[config.mk]
export PLATFORM = sky130hd
export DESIGN_NAME = uart_cmd_tx
export DESIGN_NICKNAME = d
export VERILOG_FILES = /design/src/rtl/uart_pkg.sv /design/src/rtl/uart_tx_fifo.sv /design/src/rtl/uart_cmd_tx.sv
export SDC_FILE = /design/constraint.sdc
export NUM_CORES = 1
export LEC_CHECK = 0
export BUFFER_PORTS_ARGS = -buffer_cell sky130_fd_sc_hd__buf_2
export CORE_MARGIN = 2
export CORE_UTILIZATION = 35
export CTS_BUF_LIST = sky130_fd_sc_hd__clkbuf_16
export CTS_CLUSTER_DIAMETER = 30
export DETAILED_ROUTE_END_ITERATION = 8
export GPL_ROUTABILITY_DRIVEN = 0
export GPL_TIMING_DRIVEN = 0
export PLACE_DENSITY = 0.48
export SLEW_MARGIN = 5
export SYNTH_ARGS = -nofsm -noshare
export SYNTH_HDL_FRONTEND = slang
export SYNTH_HIERARCHICAL = 1
export SYNTH_SLANG_ARGS = --single-unit
[constraint.sdc]
create_clock -name clk -period 8.84 [get_ports clk]
set_input_delay 0.884 -clock clk [delete_from_list [all_inputs] [get_ports clk]]
set_output_delay 0.884 -clock clk [all_outputs]
set_load 0.02 [all_outputs]
[src/rtl/uart_pkg.sv]
// Shared definitions for the command-driven UART transmitter: command codes,
// framing state encoding and CONFIG argument bit positions.
package uart_pkg;

    typedef enum logic [1:0] {
        CMD_DATA   = 2'd0,
        CMD_CONFIG = 2'd1,
        CMD_PREDIV = 2'd2,
        CMD_SPARE  = 2'd3
    } cmd_e;

    typedef enum logic [2:0] {
        IDLE,
        START,
        DATA,
        PARITY,
        STOP
    } state_e;

    localparam int CFG_STOP2      = 0;
    localparam int CFG_PAR_EN     = 1;
    localparam int CFG_PAR_ODD    = 2;
    localparam int CFG_SOFT_RESET = 4;

    typedef struct packed {
        logic par_odd;
        logic par_en;
        logic stop2;
    } cfg_t;

endpackage

[src/rtl/uart_tx_fifo.sv]
// Synchronous transmit FIFO with flush and occupancy count; pushes are ignored
// when full and pops are ignored when empty.
module uart_tx_fifo #(
    parameter int DATA_W     = 8,
    parameter int FIFO_DEPTH = 4
) (
    input  logic                          clk,
    input  logic                          reset,
    input  logic                          flush,
    input  logic                          push,
    input  logic [DATA_W-1:0]             din,
    input  logic                          pop,
    output logic [DATA_W-1:0]             dout,
    output logic                          full,
    output logic                          empty,
    output logic [$clog2(FIFO_DEPTH):0]   level
);

    localparam int AW    = $clog2(FIFO_DEPTH);
    localparam int LVL_W = AW + 1;

    logic [DATA_W-1:0] mem [FIFO_DEPTH];
    logic [AW-1:0]     wr_ptr;
    logic [AW-1:0]     rd_ptr;
    logic              push_ok;
    logic              pop_ok;

    assign full    = (level == LVL_W'(FIFO_DEPTH));
    assign empty   = (level == '0);
    assign push_ok = push && !full;
    assign pop_ok  = pop && !empty;
    assign dout    = mem[rd_ptr];

    // NOTE: storage is deliberately not reset; only pointers and count need a known value.
    always_ff @(posedge clk) begin
        if (push_ok && !flush) mem[wr_ptr] <= din;
    end

    // NOTE: non-blocking assignments so every register samples pre-edge values.
    always_ff @(posedge clk) begin
        if (reset || flush) begin
            wr_ptr <= '0;
            rd_ptr <= '0;
            level  <= '0;
        end else begin
            if (push_ok) wr_ptr <= wr_ptr + 1'b1;
            if (pop_ok)  rd_ptr <= rd_ptr + 1'b1;
            case ({push_ok, pop_ok})
                2'b10:   level <= level + 1'b1;
                2'b01:   level <= level - 1'b1;
                default: level <= level;
            endcase
        end
    end

endmodule

[src/rtl/uart_cmd_tx.sv]
// UART transmitter driven by a 2-bit command bus (data, config, prescaler).
// Build option UART_TX_GATED_STOP_EN lets stop_gate extend the stop state.
module uart_cmd_tx
    import uart_pkg::*;
#(
    parameter int DATA_W       = 8,
    parameter int FIFO_DEPTH   = 4,
    parameter int PREDIV_RESET = 3
) (
    input  logic                          clk,
    input  logic                          reset,
    input  logic                          cmd_valid,
    input  logic [1:0]                    cmd,
    input  logic [DATA_W-1:0]             arg,
    output logic                          cmd_ready,
    output logic                          txd,
    output logic                          busy,
    output logic [$clog2(FIFO_DEPTH):0]   fifo_level,
    output logic                          reset_cmd_strobe,
    input  logic                          stop_gate,
    output logic                          gated_stop_support
);

    localparam int BIT_W = $clog2(DATA_W);
    localparam logic [BIT_W-1:0] LAST_BIT = BIT_W'(DATA_W - 1);

    state_e            state;
    cfg_t              cfg;
    logic [DATA_W-1:0] prediv;
    logic [DATA_W-1:0] timer;
    logic [DATA_W-1:0] shreg;
    logic [DATA_W-1:0] f_prediv;
    logic [BIT_W-1:0]  bit_idx;
    logic              f_stop2;
    logic              f_par_en;
    logic              parity_bit;
    logic              stop_left;
    logic              soft_reset;
    logic              push;
    logic              pop;
    logic              bit_done;
    logic              hold_stop;
    logic              fifo_full;
    logic              fifo_empty;
    logic [DATA_W-1:0] fifo_dout;

`ifdef UART_TX_GATED_STOP_EN
    assign gated_stop_support = 1'b1;
    assign hold_stop          = stop_gate;
`else
    logic unused_stop_gate;
    assign unused_stop_gate   = stop_gate;
    assign gated_stop_support = 1'b0;
    assign hold_stop          = 1'b0;
`endif

    assign soft_reset = cmd_valid && (cmd == CMD_CONFIG) && arg[CFG_SOFT_RESET];
    assign push       = cmd_valid && (cmd == CMD_DATA);
    assign pop        = (state == IDLE) && !fifo_empty && !soft_reset;
    assign bit_done   = (timer == '0);
    assign cmd_ready  = !fifo_full;
    assign busy       = (state != IDLE) || !fifo_empty;

    uart_tx_fifo #(
        .DATA_W     (DATA_W),
        .FIFO_DEPTH (FIFO_DEPTH)
    ) u_fifo (
        .clk   (clk),
        .reset (reset),
        .flush (soft_reset),
        .push  (push),
        .din   (arg),
        .pop   (pop),
        .dout  (fifo_dout),
        .full  (fifo_full),
        .empty (fifo_empty),
        .level (fifo_level)
    );

    // Live configuration; the framer copies it at frame start.
    always_ff @(posedge clk) begin
        if (reset) begin
            cfg              <= '0;
            prediv           <= DATA_W'(PREDIV_RESET);
            reset_cmd_strobe <= 1'b0;
        end else begin
            reset_cmd_strobe <= soft_reset;
            if (cmd_valid && cmd == CMD_CONFIG && !arg[CFG_SOFT_RESET]) begin
                cfg.stop2   <= arg[CFG_STOP2];
                cfg.par_en  <= arg[CFG_PAR_EN];
                cfg.par_odd <= arg[CFG_PAR_ODD];
            end
            if (cmd_valid && cmd == CMD_PREDIV) prediv <= arg;
        end
    end

    always_ff @(posedge clk) begin
        if (reset) begin
            state      <= IDLE;
            txd        <= 1'b1;
            timer      <= '0;
            shreg      <= '0;
            bit_idx    <= '0;
            parity_bit <= 1'b0;
            stop_left  <= 1'b0;
            f_stop2    <= 1'b0;
            f_par_en   <= 1'b0;
            f_prediv   <= '0;
        end else if (soft_reset) begin
            state <= IDLE;
            txd   <= 1'b1;
        end else begin
            if (state != IDLE && !bit_done) timer <= timer - 1'b1;
            case (state)
                IDLE: if (!fifo_empty) begin
                    state      <= START;
                    txd        <= 1'b0;
                    timer      <= prediv;
                    f_prediv   <= prediv;
                    f_stop2    <= cfg.stop2;
                    f_par_en   <= cfg.par_en;
                    shreg      <= fifo_dout;
                    parity_bit <= (^fifo_dout) ^ cfg.par_odd;
                end
                START: if (bit_done) begin
                    state   <= DATA;
                    txd     <= shreg[0];
                    shreg   <= shreg >> 1;
                    bit_idx <= '0;
                    timer   <= f_prediv;
                end
                DATA: if (bit_done) begin
                    timer <= f_prediv;
                    if (bit_idx == LAST_BIT) begin
                        if (f_par_en) begin
                            state <= PARITY;
                            txd   <= parity_bit;
                        end else begin
                            state     <= STOP;
                            txd       <= 1'b1;
                            stop_left <= f_stop2;
                        end
                    end else begin
                        bit_idx <= bit_idx + 1'b1;
                        txd     <= shreg[0];
                        shreg   <= shreg >> 1;
                    end
                end
                PARITY: if (bit_done) begin
                    state     <= STOP;
                    txd       <= 1'b1;
                    stop_left <= f_stop2;
                    timer     <= f_prediv;
                end
                STOP: if (bit_done) begin
                    // A held stop keeps timer at zero so release is seen on the next edge.
                    if (stop_left) begin
                        stop_left <= 1'b0;
                        timer     <= f_prediv;
                    end else if (!hold_stop) begin
                        state <= IDLE;
                    end
                end
                default: begin
                    state <= IDLE;
                    txd   <= 1'b1;
                end
            endcase
        end
    end

endmodule

**After elaboration in Yosys (flattened, before gate mapping)**

Memories as Yosys holds them, arrays and structs flattened. A register that Yosys moved wholly into a read port is not among the register bits.
Index checks and enable logic that the tools add are counted.
Widths: inputs -> output; s select.

- Flip-flop bits (word level): 54
- Memories: 1
- ROM bits: 0
- Logic and storage cells: 126
- Output and inout port bits: 8
- Input port bits: 14
- RAM bits: 32
- Bits in latches: 0

- Bitwise logic cells: 4
- Multiply operators: 0
- Magnitude comparators: 0
- Muxes and demuxes: 42
- Reduce and logical (&&, ||, !) cells: 36
- Add/sub/neg operators: 6
- Div/mod/pow operators: 0
- Shift-type cells: 0
- Equality and inequality tests: 19

Memory list:

| memory | depth | width | read ports | clocked after Yosys merged registers in | write ports | line | source |
|---|---|---|---|---|---|---|---|
| u_fifo.mem | 4 | 8 | 1 | 1 | 1 | uart_tx_fifo.sv:22 | `logic [DATA_W-1:0] mem [FIFO_DEPTH];` |

Operator list:

| kind | number |
|---|---|
| $mux 8 | 9 |
| $pmux 8 s3 | 2 |
| $mux 3 | 11 |
| $ne 2x2->1 const B | 9 |
| $pmux 3 s5 | 1 |
| $reduce_and 7->1 | 2 |
| $mux 1 | 13 |
| $pmux 3 s2 | 2 |
| $logic_and 1x1->1 | 11 |
| $reduce_and 5->1 | 2 |
| $eq 3x3->1 const B | 3 |
| $reduce_bool 3->1 | 3 |
| $logic_not 8->1 | 1 |
| $reduce_xor 8->1 | 1 |
| $sub 8x1->8 const B | 1 |
| $add 3x1->3 const B | 2 |
| $eq 3x2->1 const B | 2 |
| $logic_not 3->1 | 2 |
| $reduce_and 6->1 | 1 |
| $logic_not 1->1 | 5 |
| $pmux 1 s5 | 1 |
| $add 2x1->2 const B | 2 |
| $eq 2x1->1 const B | 2 |
| $eq 2x2->1 const B | 2 |
| 12 further kinds | 17 |

**Depth between registers and ports, before layout**

- Word-level depth: 8
- Mapped depth: 13
- Gate-level depth less buffers: 12

**Hierarchy**

Netlist, hierarchy kept.

By module, submodules not included:

| module | area an instance (µm²) | seq. area each (µm²) | times used | cells each |
|---|---|---|---|---|
| uart_cmd_tx | 2551.2 | 940.9 | 1 | 304 |
| uart_tx_fifo | 1646.6 | 1141.1 | 1 | 97 |

**Least setup slack after synthesis**

Ideal clock, no wire load.

- Path type: input port to flip-flop
- Start: in cmd[1]
- End: reg u_fifo.level[2]
- Setup slack: 5.569 ns
- Arrival: 3.200 ns
- Stages on the path: 13
- Buffers on the path: 2
- Path through: nand4b_1 clkbuf_1 nand2_1 inv_1 clkbuf_1 o31ai_1 inv_1 ha_1 inv_1 fa_1 xor2_1 or3_1 a21oi_1

- Cells in the longest elaborated chain, start to end: 8
- Elaborated cells between the ends (all ways): 14

RTL lines:

| element | line | source |
|---|---|---|
| start: declaration | uart_cmd_tx.sv:13 | `input logic [1:0] cmd,` |
| $eq 2x1->1 (*) | uart_cmd_tx.sv:57 | `assign soft_reset = cmd_valid && (cmd == CMD_CONFIG) && arg[CFG_SOFT_RESET];` |
| $logic_and 1x1->1 (*) (2 in a row) | uart_cmd_tx.sv:57 |  |
| $logic_not 1->1 (*) | uart_cmd_tx.sv:59 | `assign pop = (state == IDLE) && !fifo_empty && !soft_reset;` |
| $logic_and 1x1->1 (*) | uart_cmd_tx.sv:59 |  |
| named net pop | uart_cmd_tx.sv:40 | `logic pop;` |
| $logic_and 1x1->1 (*) | uart_tx_fifo.sv:31 | `assign pop_ok = pop && !empty;` |
| $eq 2x1->1 or $eq 2x2->1 (tied branches) | uart_tx_fifo.sv:48 | `case ({push_ok, pop_ok})` |
| $pmux 3 s2 or $reduce_bool 2->1 (tied branches) | - |  |
| end signal: assignment | uart_tx_fifo.sv:49 | `2'b10: level <= level + 1'b1;` |
| end signal: assignment | uart_tx_fifo.sv:50 | `2'b01: level <= level - 1'b1;` |
| end signal: assignment | uart_tx_fifo.sv:51 | `default: level <= level;` |
| end: declaration | uart_tx_fifo.sv:16 | `output logic [$clog2(FIFO_DEPTH):0] level` |

Mark *: on every way through the listed nets, which the timed path passes. The rest lies on a longest branch.
A chain may end at the register's enable or synchronous reset.

**Final worst setup path**

- Start: reg u_fifo.level[0]
- End: reg u_fifo.level[2]

- Cells in the longest elaborated chain, start to end: 7
- Elaborated cells between the ends (all ways): 14

RTL lines:

| element | line | source |
|---|---|---|
| $logic_not 3->1 (*) | uart_tx_fifo.sv:29 | `assign empty = (level == '0);` |
| named net fifo_empty | uart_cmd_tx.sv:44 | `logic fifo_empty;` |
| $logic_not 1->1 (*) | uart_cmd_tx.sv:59 |  |
| $logic_and 1x1->1 (*) (2 in a row) | uart_cmd_tx.sv:59 |  |
| named net pop | uart_cmd_tx.sv:40 |  |
| $logic_and 1x1->1 (*) | uart_tx_fifo.sv:31 |  |
| $eq 2x1->1 or $eq 2x2->1 (tied branches) | uart_tx_fifo.sv:48 |  |
| $pmux 3 s2 or $reduce_bool 2->1 (tied branches) | - |  |

Marked as above.

==> flow_summary.yaml <==
power_and_ir_drop:
  pwr-share-seq_pct: 35.1
  power_density_mw_per_mm2: 285.0
  switchingPower_uw: 466.4
  clock_power_share_pct: 31.4
  swShare_pct: 33.89
  power_frac_comb_pct: 33.5
  ir_drop_v: 0.0001337
  p_leak_uw: 0.001752
  p_int_uw: 909.8
synth:
  yosysSeqAreaShare_pct: 49.60
  post_synth_num_cell_types: 67
  synthCells: 401
  ys_ff_latch: 88
  async_flop_share_pct: 0
  synth_nets: 424
  ys.warnings.count: 6
  syn_area_mm2: 0.004198
  syn_avg_cell_area_um2: 10.47
  ys.flop_type: "dfxtp_1"
  synth.most_common_cell: "dfxtp_1"
  synth_common_cells: "56 x dfxtp_1, 43 x nand2_1, 35 x a21oi_1"
  synth_edf_count: 32
  synth.area.top_cells: "dfxtp_1 27%, edfxtp_1 23%, mux2i_1 4.5%"
  synth_top_area_share_pct: 26.71
  yosysTopAreaCell: "dfxtp_1"
critical_path:
  slowest_stage: "nor4_2"
  r2r_slack_ns: 4.94
  start_kind: "flip-flop"
  cp_max_fo: 11
  cp_common_cell: "inv_1"
  slowest_delay_ns: 0.72
  end_kind: "flip-flop"
  rr_endpoint: "u_fifo/level[2]$_SDFFE_PP0P_"
  cp_top_family: "simple AND/OR/NAND/NOR gates"
  arrival_ns: 4.16
  crit_chain: "nor3_1 -> nor4_2 -> nand2_1 -> inv_1 -> clkbuf_1 -> o31ai_1 -> inv_1 -> ha_1 -> inv_1 -> fa_1 -> xor2_1 -> or3_1 -> a21oi_1"
  worstPathBufferInverterCount: 4
  timing.rr.start: "u_fifo/level[0]$_SDFFE_PP0P_"
  rr_worst_depth: 13
  critical_path_class: "flip-flop to flip-flop"
  worstPathRequired_ns: 9.11
min_path:
  min-delay-start: "f_prediv[2]$_SDFFE_PP0P_"
  min_path_cells: 2
  worstHoldPathType: "flip-flop to flip-flop"
  hold_end: "f_prediv[2]$_SDFFE_PP0P_"
layout:
  stdcell_area_mm2: 0.004828
  post-route-util_pct: 41.75
  register_area_mm2: 0.002082
  fill_cells: 1127
  drive_above_1_share_pct: 18.12
  area_delta_synth_final_pct: 15.02
  diodes: 0
  multiInputGateArea_mm2: 0.001931
  nNetsFinal: 454
timing:
  worstMarginPinSlew_ns: 1.171
  finClkSkew_ns: 0.01019
  rsz0062_at_grt: "false"
  fmax_mhz: 256.6
  setup_tns_ns: 0
  period_needed_ns: 3.897
  finalWorstSetupSlack_ns: 4.943
  maxSlewHeadroom_pct: 21.31
  post-route-period-util_pct: 44.08
  setup_viol: 0
  drv_slew: 0
  hold_viol: 0
clock_network:
  insertion_delay_ns: 0.34
  post_cts_resize_count: 0
  post_cts_buffers: 0
  cts-root-buf: "clkbuf_16"
  cts_tree: "done"
  htree_levels: 3
  cts.path.max_buffers: 2
  cts_buffers: 9
  cts.reportedPaths.clkPinSlew_ns: 0.07
  clock_sinks: 88
  hold_buffers: 0
place:
  portBuffers: 19
  pre_cts_slack_ns: 4.691
  postPlaceCellArea_mm2: 0.004492
  dp.final_hpwl_um: 7037
floorplanning:
  rows: 39
  coreArea_mm2: 0.01156
  die_x_um: 113.5
  ios: 22
  dieArea_mm2: 0.01289
  dieHeight_um: 113.5
  initial_utilization_pct: 36.30
global_routing:
  grt_max_degree: 15
  grt_use_total_pct: 16.59
  grt_pass1_vias: 3102
  grt_pass1_wl_um: 16400
  grt_overflow: 0
  antenna_found_initial: 0
route:
  firstDrtPassIters: 4
  drtAntennaViolNets: 0
  routed_wl_um: 9795
  vias: 3080
  via_per_inst: 5.320
  drt_iter0_markers: 211
  wl_per_cell_um: 16.92
  drc_errors: 0
status:
  outcome: "finished, final reports clean"
job:
  maxCapViolations: 0
[placed cells by master, fill, tap and decap left out, types with 9 or more instances in the layout]
cell       instances
nand2_1           43
edfxtp_1          32
buf_2             21
nor3_1             9
dfxtp_1           56
nor2_1            34
clkbuf_1          11
mux2i_1           19
o21ai_0           20
inv_1             18
clkbuf_16          9
a21oi_1           35
[worst max-delay path by stage]
stage                                  from                           end  slack, ns  depth (start not counted)
2_1_floorplan                        cmd[1]  u_fifo/level[2]$_SDFFE_PP0P_       5.57                         13
5_1_grt        u_fifo/level[0]$_SDFFE_PP0P_  u_fifo/level[2]$_SDFFE_PP0P_       4.56                         13
6_report       u_fifo/level[0]$_SDFFE_PP0P_  u_fifo/level[2]$_SDFFE_PP0P_       4.94                         13
3_5_place_dp                         arg[4]  u_fifo/level[2]$_SDFFE_PP0P_       4.69                         14
4_1_cts        u_fifo/level[0]$_SDFFE_PP0P_  u_fifo/level[2]$_SDFFE_PP0P_       4.93                         13
3_3_place_gp                         arg[4]  u_fifo/level[2]$_SDFFE_PP0P_       4.72                         14
[stage by stage]
stage / std cells / hold WS, ns / total power [uW]
finish: 579 / 0.4561 / 1376
global route: 579 / 0.4748 / 1463
CTS: 579 / 0.4557 / 1386
detailed placement: 563 / 0.4463 / 952.6
global placement: 563 / 0.4424 / 950.2
floorplan: 401 / 0.4266 / 837.5
[flip-flops by register name, indices dropped and copies added (netlist names), 8 cells and up, named ones only]
| signal | count |
|---|---|
| timer | 8 |
| prediv | 8 |
| u_fifo/mem | 32 |
| f_prediv | 8 |
| shreg | 8 |
[cell type report]
type	count	area share, %
Sequential cell	88	43.12
Multi-Input combinational cell	273	39.98
Clock buffer	9	4.664
Tap cell	143	3.706
Buffer	22	2.747
Clock inverter	7	2.306
Timing Repair Buffer	19	1.969
Inverter	18	1.503
[kinds of logic (layout without fill, tap and decap cells)]
kind of cell             Yosys count  after routing  synth area share [%]
AND/OR/NAND/NOR                  133            133                 16.57
flip-flops                        88             88                 49.60
AO/OA/AOI/OAI                     85             85                 12.67
buffers and inverters             40             75                 4.888
multiplexers                      34             34                 10.70
XOR/XNOR                          11             11                 2.623
adder cells (fa/ha/maj)            9              9                 2.862
other                              1              1               0.08933
[per-layer routing]
| layer | global-route usage (%) | routed length (um) | part of all wire (%) |
|---|---|---|---|
| met1 | 21.86 | 4577 | 47 |
| met2 | 27.43 | 4789 | 49 |
| met3 | 3.294 | 298 | 3.0 |
| met4 | 5.691 | 129 | 1.3 |
| met5 | 0 | 0 | 0 |
[worst min-delay path, delay by kind of cell, from the launching register on]
kind	cells	cell delay, ns
AO/OA/AOI/OAI	1	0.05
flip-flops	1	0.31
AND/OR/NAND/NOR	1	0.05
[power groups by stage]
stage	Sequential [uW]	Clock, uW	Combinational [uW]
detailed placement	492	0	461
CTS	484	440	462
global route	489	461	512
finish	483	432	461
floorplan	486	0	352
global placement	491	0	459
No activity file was read; power rests on OpenSTA's default activity.
